--- src/rtl/oam_dma_if.sv ---
`default_nettype none
// ============================================================================
// Module      : oam_dma_if
// Description : CPU-bus bundle between the CPU side and the sprite DMA engine.
//               master = CPU/bus side, slave = DMA engine.
// Revision    : 1.0 - initial release
// ============================================================================
interface oam_dma_if;
    logic        ce;
    logic [15:0] cpu_a;
    logic [7:0]  cpu_d;
    logic        cpu_w;
    logic        cpu_m0;
    logic [7:0]  mem_i;
    logic        cpu_ce;
    logic        busy;
    logic [15:0] A;
    logic [7:0]  D;
    logic        R;
    logic        W;

    modport master (
        output ce, cpu_a, cpu_d, cpu_w, cpu_m0, mem_i,
        input  cpu_ce, busy, A, D, R, W
    );

    modport slave (
        input  ce, cpu_a, cpu_d, cpu_w, cpu_m0, mem_i,
        output cpu_ce, busy, A, D, R, W
    );
endinterface
`default_nettype wire

--- src/rtl/oam_dma.sv ---
`default_nettype none
// ============================================================================
// Module      : oam_dma
// Description : Sprite DMA. Captures a CPU write to DMA_REG, stalls the CPU at
//               its next opcode fetch, copies page $XX00-$XXFF to OAM_REG and
//               releases the CPU. Owns the bus address/strobes while busy.
// Revision    : 1.0 - initial release
// ============================================================================
module oam_dma #(
    parameter logic [15:0] DMA_REG = 16'h4014,
    parameter logic [15:0] OAM_REG = 16'h2004
) (
    input wire       clock,
    input wire       reset_n,
    oam_dma_if.slave bus
);

    typedef enum logic [2:0] {
        S_IDLE  = 3'd0,
        S_PEND  = 3'd1,
        S_HALT  = 3'd2,
        S_ALIGN = 3'd3,
        S_READ  = 3'd4,
        S_WRITE = 3'd5
    } state_t;

    state_t      r_state, w_state_next;
    logic        r_odd;
    logic [7:0]  r_page, w_page_next;
    logic [7:0]  r_idx,  w_idx_next;
    logic [7:0]  r_tr,   w_tr_next;
    logic [15:0] r_addr, w_addr_next;
    logic        r_rd,   w_rd_next;
    logic        r_wr,   w_wr_next;
    logic [7:0]  w_idx_inc;
    logic        w_busy;

    assign w_idx_inc = r_idx + 8'd1;
    assign w_busy    = (r_state != S_IDLE) && (r_state != S_PEND);

    // The CPU is frozen while DMA owns the bus and also on the very fetch
    // cycle that starts the halt, so that fetch is replayed after release.
    assign bus.cpu_ce = bus.ce & ~w_busy & ~((r_state == S_PEND) & bus.cpu_m0);
    assign bus.busy   = w_busy;
    assign bus.A      = r_addr;
    assign bus.D      = r_tr;
    assign bus.R      = r_rd;
    assign bus.W      = r_wr;

    // Free-running CPU-cycle parity, used to align the first read.
    always_ff @(posedge clock or negedge reset_n) begin
        if (!reset_n)    r_odd <= 1'b0;
        else if (bus.ce) r_odd <= ~r_odd;
    end

    // State and registered bus outputs; next values already hold when ce=0.
    always_ff @(posedge clock or negedge reset_n) begin
        if (!reset_n) begin
            r_state <= S_IDLE;
            r_page  <= 8'h00;
            r_idx   <= 8'h00;
            r_tr    <= 8'h00;
            r_addr  <= 16'h0000;
            r_rd    <= 1'b0;
            r_wr    <= 1'b0;
        end else begin
            r_state <= w_state_next;
            r_page  <= w_page_next;
            r_idx   <= w_idx_next;
            r_tr    <= w_tr_next;
            r_addr  <= w_addr_next;
            r_rd    <= w_rd_next;
            r_wr    <= w_wr_next;
        end
    end

    // Next-state and next-output decode; outputs change on the edge entering a state.
    always_comb begin
        w_state_next = r_state;
        w_page_next  = r_page;
        w_idx_next   = r_idx;
        w_tr_next    = r_tr;
        w_addr_next  = r_addr;
        w_rd_next    = r_rd;
        w_wr_next    = r_wr;
        if (bus.ce) begin
            case (r_state)
                S_IDLE: begin
                    w_rd_next = 1'b0;
                    w_wr_next = 1'b0;
                    if (bus.cpu_w && (bus.cpu_a == DMA_REG)) begin
                        w_page_next  = bus.cpu_d;
                        w_idx_next   = 8'h00;
                        w_state_next = S_PEND;
                    end
                end
                S_PEND: begin
                    if (bus.cpu_m0) w_state_next = S_HALT;
                end
                S_HALT: begin
                    if (r_odd) begin
                        w_state_next = S_ALIGN;
                    end else begin
                        w_state_next = S_READ;
                        w_addr_next  = {r_page, r_idx};
                        w_rd_next    = 1'b1;
                        w_wr_next    = 1'b0;
                    end
                end
                S_ALIGN: begin
                    w_state_next = S_READ;
                    w_addr_next  = {r_page, r_idx};
                    w_rd_next    = 1'b1;
                    w_wr_next    = 1'b0;
                end
                S_READ: begin
                    w_tr_next    = bus.mem_i;
                    w_state_next = S_WRITE;
                    w_addr_next  = OAM_REG;
                    w_rd_next    = 1'b0;
                    w_wr_next    = 1'b1;
                end
                S_WRITE: begin
                    w_idx_next = w_idx_inc;
                    w_wr_next  = 1'b0;
                    if (r_idx == 8'hFF) begin
                        w_state_next = S_IDLE;
                    end else begin
                        w_state_next = S_READ;
                        w_addr_next  = {r_page, w_idx_inc};
                        w_rd_next    = 1'b1;
                    end
                end
                default: begin
                    w_state_next = S_IDLE;
                    w_rd_next    = 1'b0;
                    w_wr_next    = 1'b0;
                end
            endcase
        end
    end

endmodule
`default_nettype wire
--- src/flat_wrapper.sv ---
// flat-port wrapper written by rule: the top's interface ports become plain ports
module oam_dma_flat 
#(
    parameter logic [15:0] DMA_REG = 16'h4014,
    parameter logic [15:0] OAM_REG = 16'h2004
)
  (clock, reset_n, bus_ce, bus_cpu_a, bus_cpu_d, bus_cpu_w, bus_cpu_m0, bus_mem_i, bus_cpu_ce, bus_busy, bus_A, bus_D, bus_R, bus_W);
  oam_dma_if bus_i ();
  input wire clock;
  input wire reset_n;
  input wire logic [$bits(bus_i.ce)-1:0] bus_ce;
  input wire logic [$bits(bus_i.cpu_a)-1:0] bus_cpu_a;
  input wire logic [$bits(bus_i.cpu_d)-1:0] bus_cpu_d;
  input wire logic [$bits(bus_i.cpu_w)-1:0] bus_cpu_w;
  input wire logic [$bits(bus_i.cpu_m0)-1:0] bus_cpu_m0;
  input wire logic [$bits(bus_i.mem_i)-1:0] bus_mem_i;
  output wire logic [$bits(bus_i.cpu_ce)-1:0] bus_cpu_ce;
  output wire logic [$bits(bus_i.busy)-1:0] bus_busy;
  output wire logic [$bits(bus_i.A)-1:0] bus_A;
  output wire logic [$bits(bus_i.D)-1:0] bus_D;
  output wire logic [$bits(bus_i.R)-1:0] bus_R;
  output wire logic [$bits(bus_i.W)-1:0] bus_W;
  assign bus_i.ce = bus_ce;
  assign bus_i.cpu_a = bus_cpu_a;
  assign bus_i.cpu_d = bus_cpu_d;
  assign bus_i.cpu_w = bus_cpu_w;
  assign bus_i.cpu_m0 = bus_cpu_m0;
  assign bus_i.mem_i = bus_mem_i;
  assign bus_cpu_ce = bus_i.cpu_ce;
  assign bus_busy = bus_i.busy;
  assign bus_A = bus_i.A;
  assign bus_D = bus_i.D;
  assign bus_R = bus_i.R;
  assign bus_W = bus_i.W;
  oam_dma #(.DMA_REG(DMA_REG), .OAM_REG(OAM_REG)) u_core (.clock(clock), .reset_n(reset_n), .bus(bus_i));
endmodule
--- config.mk ---
export PLATFORM = sky130hd
export DESIGN_NAME = oam_dma_flat
export DESIGN_NICKNAME = d
export VERILOG_FILES = /design/src/rtl/oam_dma_if.sv /design/src/rtl/oam_dma.sv /design/src/flat_wrapper.sv
export SDC_FILE = /design/constraint.sdc
export NUM_CORES = 1
export LEC_CHECK = 0
export ABC_AREA = 1
export BUFFER_PORTS_ARGS = -buffer_cell sky130_fd_sc_hd__buf_4
export CAP_MARGIN = 30
export CORE_UTILIZATION = 57
export CTS_CLUSTER_SIZE = 30
export DETAILED_ROUTE_END_ITERATION = 8
export PLACE_DENSITY = 0.85
export SYNTH_ARGS = -nofsm -noshare
export SYNTH_HDL_FRONTEND = slang
export SYNTH_SLANG_ARGS = --single-unit
--- constraint.sdc ---
create_clock -name clock -period 3.79 [get_ports clock]
set_clock_uncertainty 0.15 [all_clocks]
set_input_delay 0.758 -clock clock [delete_from_list [all_inputs] [get_ports clock]]
set_output_delay 0.758 -clock clock [all_outputs]
set_load 0.02 [all_outputs]
==> report_table.html <==
<table>
<tr><th>Metric</th><th>Value</th></tr>
<tr><th colspan="2">Worst hold path</th></tr>
<tr><td>Worst Hold Class</td><td>primary input to asynchronous set/reset pin</td></tr>
<tr><th colspan="2">Yosys</th></tr>
<tr><td>Yosys warnings</td><td>0</td></tr>
<tr><td>Mean cell area of the mapped netlist</td><td>between 8 and 9 sq um</td></tr>
<tr><td>Share of Yosys cell area claimed by the top area cell type</td><td>roughly 45%</td></tr>
<tr><td>Synth Register Bits</td><td>46</td></tr>
<tr><td>Share of synthesized area occupied by flip-flops and latches</td><td>between 40 and 50%</td></tr>
<tr><td>Ranking of synthesized cells by area</td><td>sky130_fd_sc_hd__dfrtp_1 (45%), sky130_fd_sc_hd__nand2_1 (14%), sky130_fd_sc_hd__nand3_1 (5.7%)</td></tr>
<tr><td>Synthesized netlist cell count</td><td>between 300 and 400</td></tr>
<tr><td>List of most frequent post-synthesis cells</td><td>sky130_fd_sc_hd__nand2_1 (95), sky130_fd_sc_hd__dfrtp_1 (46), sky130_fd_sc_hd__inv_1 (31), sky130_fd_sc_hd__nor2_1 (31), sky130_fd_sc_hd__nand3_1 (29)</td></tr>
<tr><td>Yosys cell types</td><td>29</td></tr>
<tr><td>Most common cell in the synthesized netlist</td><td>sky130_fd_sc_hd__nand2_1</td></tr>
<tr><td>Synthesized netlist net count</td><td>around 350</td></tr>
<tr><td>Number of enable-type register cells in the synthesized netlist</td><td>0</td></tr>
<tr><td>Mapped Area</td><td>2560 sq um</td></tr>
<tr><td>Share of async-settable or async-resettable flops after synthesis</td><td>100%</td></tr>
<tr><td>Main synth FF type</td><td>sky130_fd_sc_hd__dfrtp_1</td></tr>
<tr><td>Biggest area consumer among synthesized cells</td><td>sky130_fd_sc_hd__dfrtp_1</td></tr>
<tr><th colspan="2">Die</th></tr>
<tr><td>Die Span Y</td><td>about 69 microns</td></tr>
<tr><td>Top-level port count</td><td>65</td></tr>
<tr><td>Initial core utilization</td><td>59.3%</td></tr>
<tr><td>Floorplan Core Area</td><td>~4300 sq um</td></tr>
<tr><td>Num rows</td><td>24</td></tr>
<tr><td>Die area</td><td>4770 sq um</td></tr>
<tr><td>Die W</td><td>just under 70 microns</td></tr>
<tr><th colspan="2">STA</th></tr>
<tr><td>Minimum period implied by the final worst setup slack</td><td>about 2.5 ns</td></tr>
<tr><td>Setup violations, final</td><td>0</td></tr>
<tr><td>Worst-case headroom to the max-slew limit</td><td>62.4%</td></tr>
<tr><td>Highest attainable clock frequency</td><td>around 400 MHz</td></tr>
<tr><td>Transition at the pin with the smallest max-transition slack</td><td>0.565 ns</td></tr>
<tr><td>Setup repair after global routing missed its margin</td><td>false</td></tr>
<tr><td>Total negative slack for setup checks</td><td>0 ns</td></tr>
<tr><td>Final hold violations</td><td>0</td></tr>
<tr><td>Count of pins over their slew limit</td><td>0</td></tr>
<tr><td>Share of the clock period used by the worst path after layout</td><td>between 60% and 70%</td></tr>
<tr><th colspan="2">Status</th></tr>
<tr><td>Run status</td><td>finished, final reports clean</td></tr>
<tr><th colspan="2">Power</th></tr>
<tr><td>Peak ir drop on the vdd network</td><td>between 0.0004 and 0.0005 V</td></tr>
<tr><td>Internal power of the cells</td><td>roughly 1.0 mW</td></tr>
<tr><td>Clock power share</td><td>between 10% and 20%</td></tr>
<tr><td>Net switching component of the power</td><td>roughly 700 uW</td></tr>
<tr><td>Proportion of power drawn by flip-flops and latches</td><td>a little under 40%</td></tr>
<tr><td>Pwr Density</td><td>544 nW/um^2</td></tr>
<tr><td>Logic pwr share</td><td>~43%</td></tr>
<tr><td>Reported leakage power</td><td>roughly 1.7 nW</td></tr>
<tr><td>Design Power</td><td>~1.7 mW</td></tr>
<tr><td>Share of total power consumed by net switching</td><td>just over 40%</td></tr>
<tr><th colspan="2">Routing</th></tr>
<tr><td>WL final</td><td>between 5000 and 6000 microns</td></tr>
<tr><td>Detailed-route vias per instance</td><td>slightly above 5</td></tr>
<tr><td>Via count</td><td>approximately 2,200</td></tr>
<tr><td>Residual DRC count</td><td>0</td></tr>
<tr><td>1st-pass router iterations</td><td>4</td></tr>
<tr><td>Antenna Nets Post-Route</td><td>0</td></tr>
<tr><td>Routed length per instance</td><td>12.6 microns</td></tr>
<tr><td>Iteration-0 DRC Markers</td><td>roughly 170</td></tr>
<tr><th colspan="2">Global routing</th></tr>
<tr><td>Largest net degree at the start of global routing</td><td>between 40 and 50</td></tr>
<tr><td>Number of antenna violations at the first check in global routing</td><td>0</td></tr>
<tr><td>Via count of the first global-routing pass</td><td>2,198</td></tr>
<tr><td>All-Layer GR Usage</td><td>between 20% and 30%</td></tr>
<tr><td>Sum of overflow across all layers after global routing</td><td>0</td></tr>
<tr><td>First-pass GRT wire length</td><td>about 9300 microns</td></tr>
<tr><th colspan="2">Clock network</th></tr>
<tr><td>TritonCTS sink count</td><td>46</td></tr>
<tr><td>TritonCTS clock tree</td><td>built</td></tr>
<tr><td>Hold Buf Count CTS</td><td>0</td></tr>
<tr><td>Number of buffers inserted by post-CTS setup repair</td><td>0</td></tr>
<tr><td>TritonCTS buffer count</td><td>5</td></tr>
<tr><td>H-tree lvl count</td><td>2</td></tr>
<tr><td>Deepest clock path buffer count</td><td>2</td></tr>
<tr><td>Clk root buf</td><td>sky130_fd_sc_hd__clkbuf_8</td></tr>
<tr><td>Clock transition at path regs</td><td>approximately 0.090 ns</td></tr>
<tr><td>Number of resized instances in the post-cts repair step</td><td>0</td></tr>
<tr><td>Clock insertion delay at the later pin of the skew report</td><td>around 0.30 ns</td></tr>
<tr><th colspan="2">Critical path</th></tr>
<tr><td>Data arrival time of the critical path</td><td>around 1.6 ns</td></tr>
<tr><td>Setup slack of the most critical reg-to-reg path</td><td>1.81 ns</td></tr>
<tr><td>Slowest stage cell on the critical path</td><td>sky130_fd_sc_hd__dfrtp_1</td></tr>
<tr><td>Largest fanout on the critical path</td><td>6</td></tr>
<tr><td>Crit Path Class</td><td>flop to primary output</td></tr>
<tr><td>Setup crit end kind</td><td>primary output</td></tr>
<tr><td>Required time of the worst setup path</td><td>2.88 ns</td></tr>
<tr><td>Worst-path cell chain</td><td>inv_2, ha_1, inv_1, a211oi_1, buf_4</td></tr>
<tr><td>Startpoint kind of the worst setup timing path</td><td>flop</td></tr>
<tr><td>Critical path's largest stage delay</td><td>~0.46 ns</td></tr>
<tr><th colspan="2">Layout</th></tr>
<tr><td>Area of all placed cells without fillers</td><td>about 3100 sq um</td></tr>
<tr><td>Area Growth Syn to Fin</td><td>22.0%</td></tr>
<tr><td>Reg area</td><td>~1200 sq um</td></tr>
<tr><td>Fillers</td><td>around 340</td></tr>
<tr><td>Fin cells</td><td>approximately 430</td></tr>
<tr><td>Final Net Count</td><td>approximately 420</td></tr>
<tr><td>Footprint of the multi-input gates</td><td>1220 sq um</td></tr>
<tr><td>Ratio of cells with drive above 1 in the final layout</td><td>approximately a third</td></tr>
<tr><td>Antenna diodes</td><td>0</td></tr>
<tr><th colspan="2">Placement</th></tr>
<tr><td>Number of buffer cells added on primary ports</td><td>64</td></tr>
<tr><td>Cell count after placement</td><td>421</td></tr>
<tr><td>Post-detailed-placement cell area</td><td>roughly 3000 sq um</td></tr>
<tr><td>Global placement routability congestion</td><td>0.862</td></tr>
<tr><td>DPL Wire Length</td><td>~3900 microns</td></tr>
<tr><th colspan="2">Run</th></tr>
<tr><td>Max-capacitance violation count</td><td>0</td></tr>
</table>
metrics by stage:
step / worst slack (ns) / hold slack, ns / utilization [%]
finish: 1.31 / 0.288 / 72.3
global route: 1.17 / 0.349 / 72.3
CTS: 1.30 / 0.318 / 72.3
detailed placement: 1.41 / 0.312 / 70.3
global placement: 1.44 / 0.310 / 70.3
floorplan: 1.36 / 0.292 / -
layout make-up:
cell class	count	share of cell area, %
Clock inverter	2	0.440
Clock buffer	6	2.32
Timing Repair Buffer	64	15.4
Inverter	34	4.08
Tap cell	52	2.08
Multi-Input combinational cell	225	38.9
Sequential cell	46	36.8
kinds of logic (layout without fill, tap and decap cells):
| group | Yosys count | in the layout | synth area share, % |
|---|---|---|---|
| buffers and inverters | 41 | 106 | 7.66 |
| adder cells (fa/ha/maj) | 4 | 4 | 1.95 |
| XOR/XNOR | 1 | 1 | 0.342 |
| AND/OR/NAND/NOR | 184 | 184 | 33.5 |
| AO/OA/AOI/OAI | 28 | 28 | 8.10 |
| multiplexers | 8 | 8 | 3.51 |
| flip-flops | 46 | 46 | 44.9 |
registers in the layout, indices dropped and copies added, names as in the netlist:
name            cells
u_core.bus.A       16
u_core.bus.D        8
u_core.r_idx        8
u_core.r_page       8
u_core.r_state      3
u_core.bus.R        1
u_core.bus.W        1
u_core.r_odd        1
worst max-delay path, delay by kind of cell, from the launching register on:
kind | cells | cell delay [ns]
AO/OA/AOI/OAI | 1 | 0.22
adder cells (fa/ha/maj) | 1 | 0.17
buffers and inverters | 3 | 0.41
flip-flops | 1 | 0.46
power by group through the flow:
stage	registers [mW]	clock network, mW	logic [mW]
2_1_floorplan	0.749	0	0.434
3_3_place_gp	0.671	0	0.730
3_5_place_dp	0.674	0	0.740
4_1_cts	0.665	0.307	0.743
5_1_grt	0.681	0.321	0.806
6_report	0.665	0.300	0.738
metal layers:
metal,global-route usage [%],wire length [microns],part of all wire (%)
met1,29.4,2360,44
met2,42.0,2660,49
met3,5.85,295,5.5
met4,8.84,66,1.2
met5,0,0,0
path summary, 6_finish.rpt:
kind	from	to	depth (start not counted)
max reg2reg	u_core.r_state[1]	u_core.bus.A[13]	5
max	u_core.r_state[2]	bus_cpu_ce	5
min in group clock	u_core.r_odd	u_core.r_odd	1
min	reset_n	u_core.bus.A[4]	1
min reg2reg	u_core.r_odd	u_core.r_odd	1
max in group asynchronous	reset_n	u_core.bus.R	1
cell usage in the layout, fill, tap and decap left out:
| cell type | instances |
|---|---|
| sky130_fd_sc_hd__a21oi_1 | 5 |
| sky130_fd_sc_hd__or2_2 | 1 |
| sky130_fd_sc_hd__xor2_1 | 1 |
| sky130_fd_sc_hd__nor2_1 | 31 |
| sky130_fd_sc_hd__inv_2 | 3 |
| sky130_fd_sc_hd__buf_4 | 64 |
| sky130_fd_sc_hd__nand3b_4 | 1 |
| sky130_fd_sc_hd__a22oi_1 | 1 |
| sky130_fd_sc_hd__dfrtp_1 | 46 |
| sky130_fd_sc_hd__and2_0 | 1 |
| sky130_fd_sc_hd__or2_1 | 1 |
| sky130_fd_sc_hd__a211oi_1 | 1 |
| sky130_fd_sc_hd__nor2_2 | 2 |
| sky130_fd_sc_hd__clkbuf_1 | 1 |
| sky130_fd_sc_hd__ha_1 | 4 |
| sky130_fd_sc_hd__inv_1 | 31 |
| sky130_fd_sc_hd__nand2_1 | 95 |
| sky130_fd_sc_hd__clkinv_2 | 1 |
| sky130_fd_sc_hd__o21ai_2 | 16 |
| sky130_fd_sc_hd__clkbuf_8 | 5 |
| sky130_fd_sc_hd__nand2_2 | 17 |
| sky130_fd_sc_hd__clkinv_4 | 1 |
| sky130_fd_sc_hd__nor2_4 | 4 |
| sky130_fd_sc_hd__nand3_1 | 29 |
| sky130_fd_sc_hd__nand4_4 | 1 |
| sky130_fd_sc_hd__nand3_4 | 1 |
| sky130_fd_sc_hd__o21bai_1 | 1 |
| sky130_fd_sc_hd__mux2_2 | 8 |
| sky130_fd_sc_hd__o21ai_0 | 4 |
(Power assumes the default switching activity.)
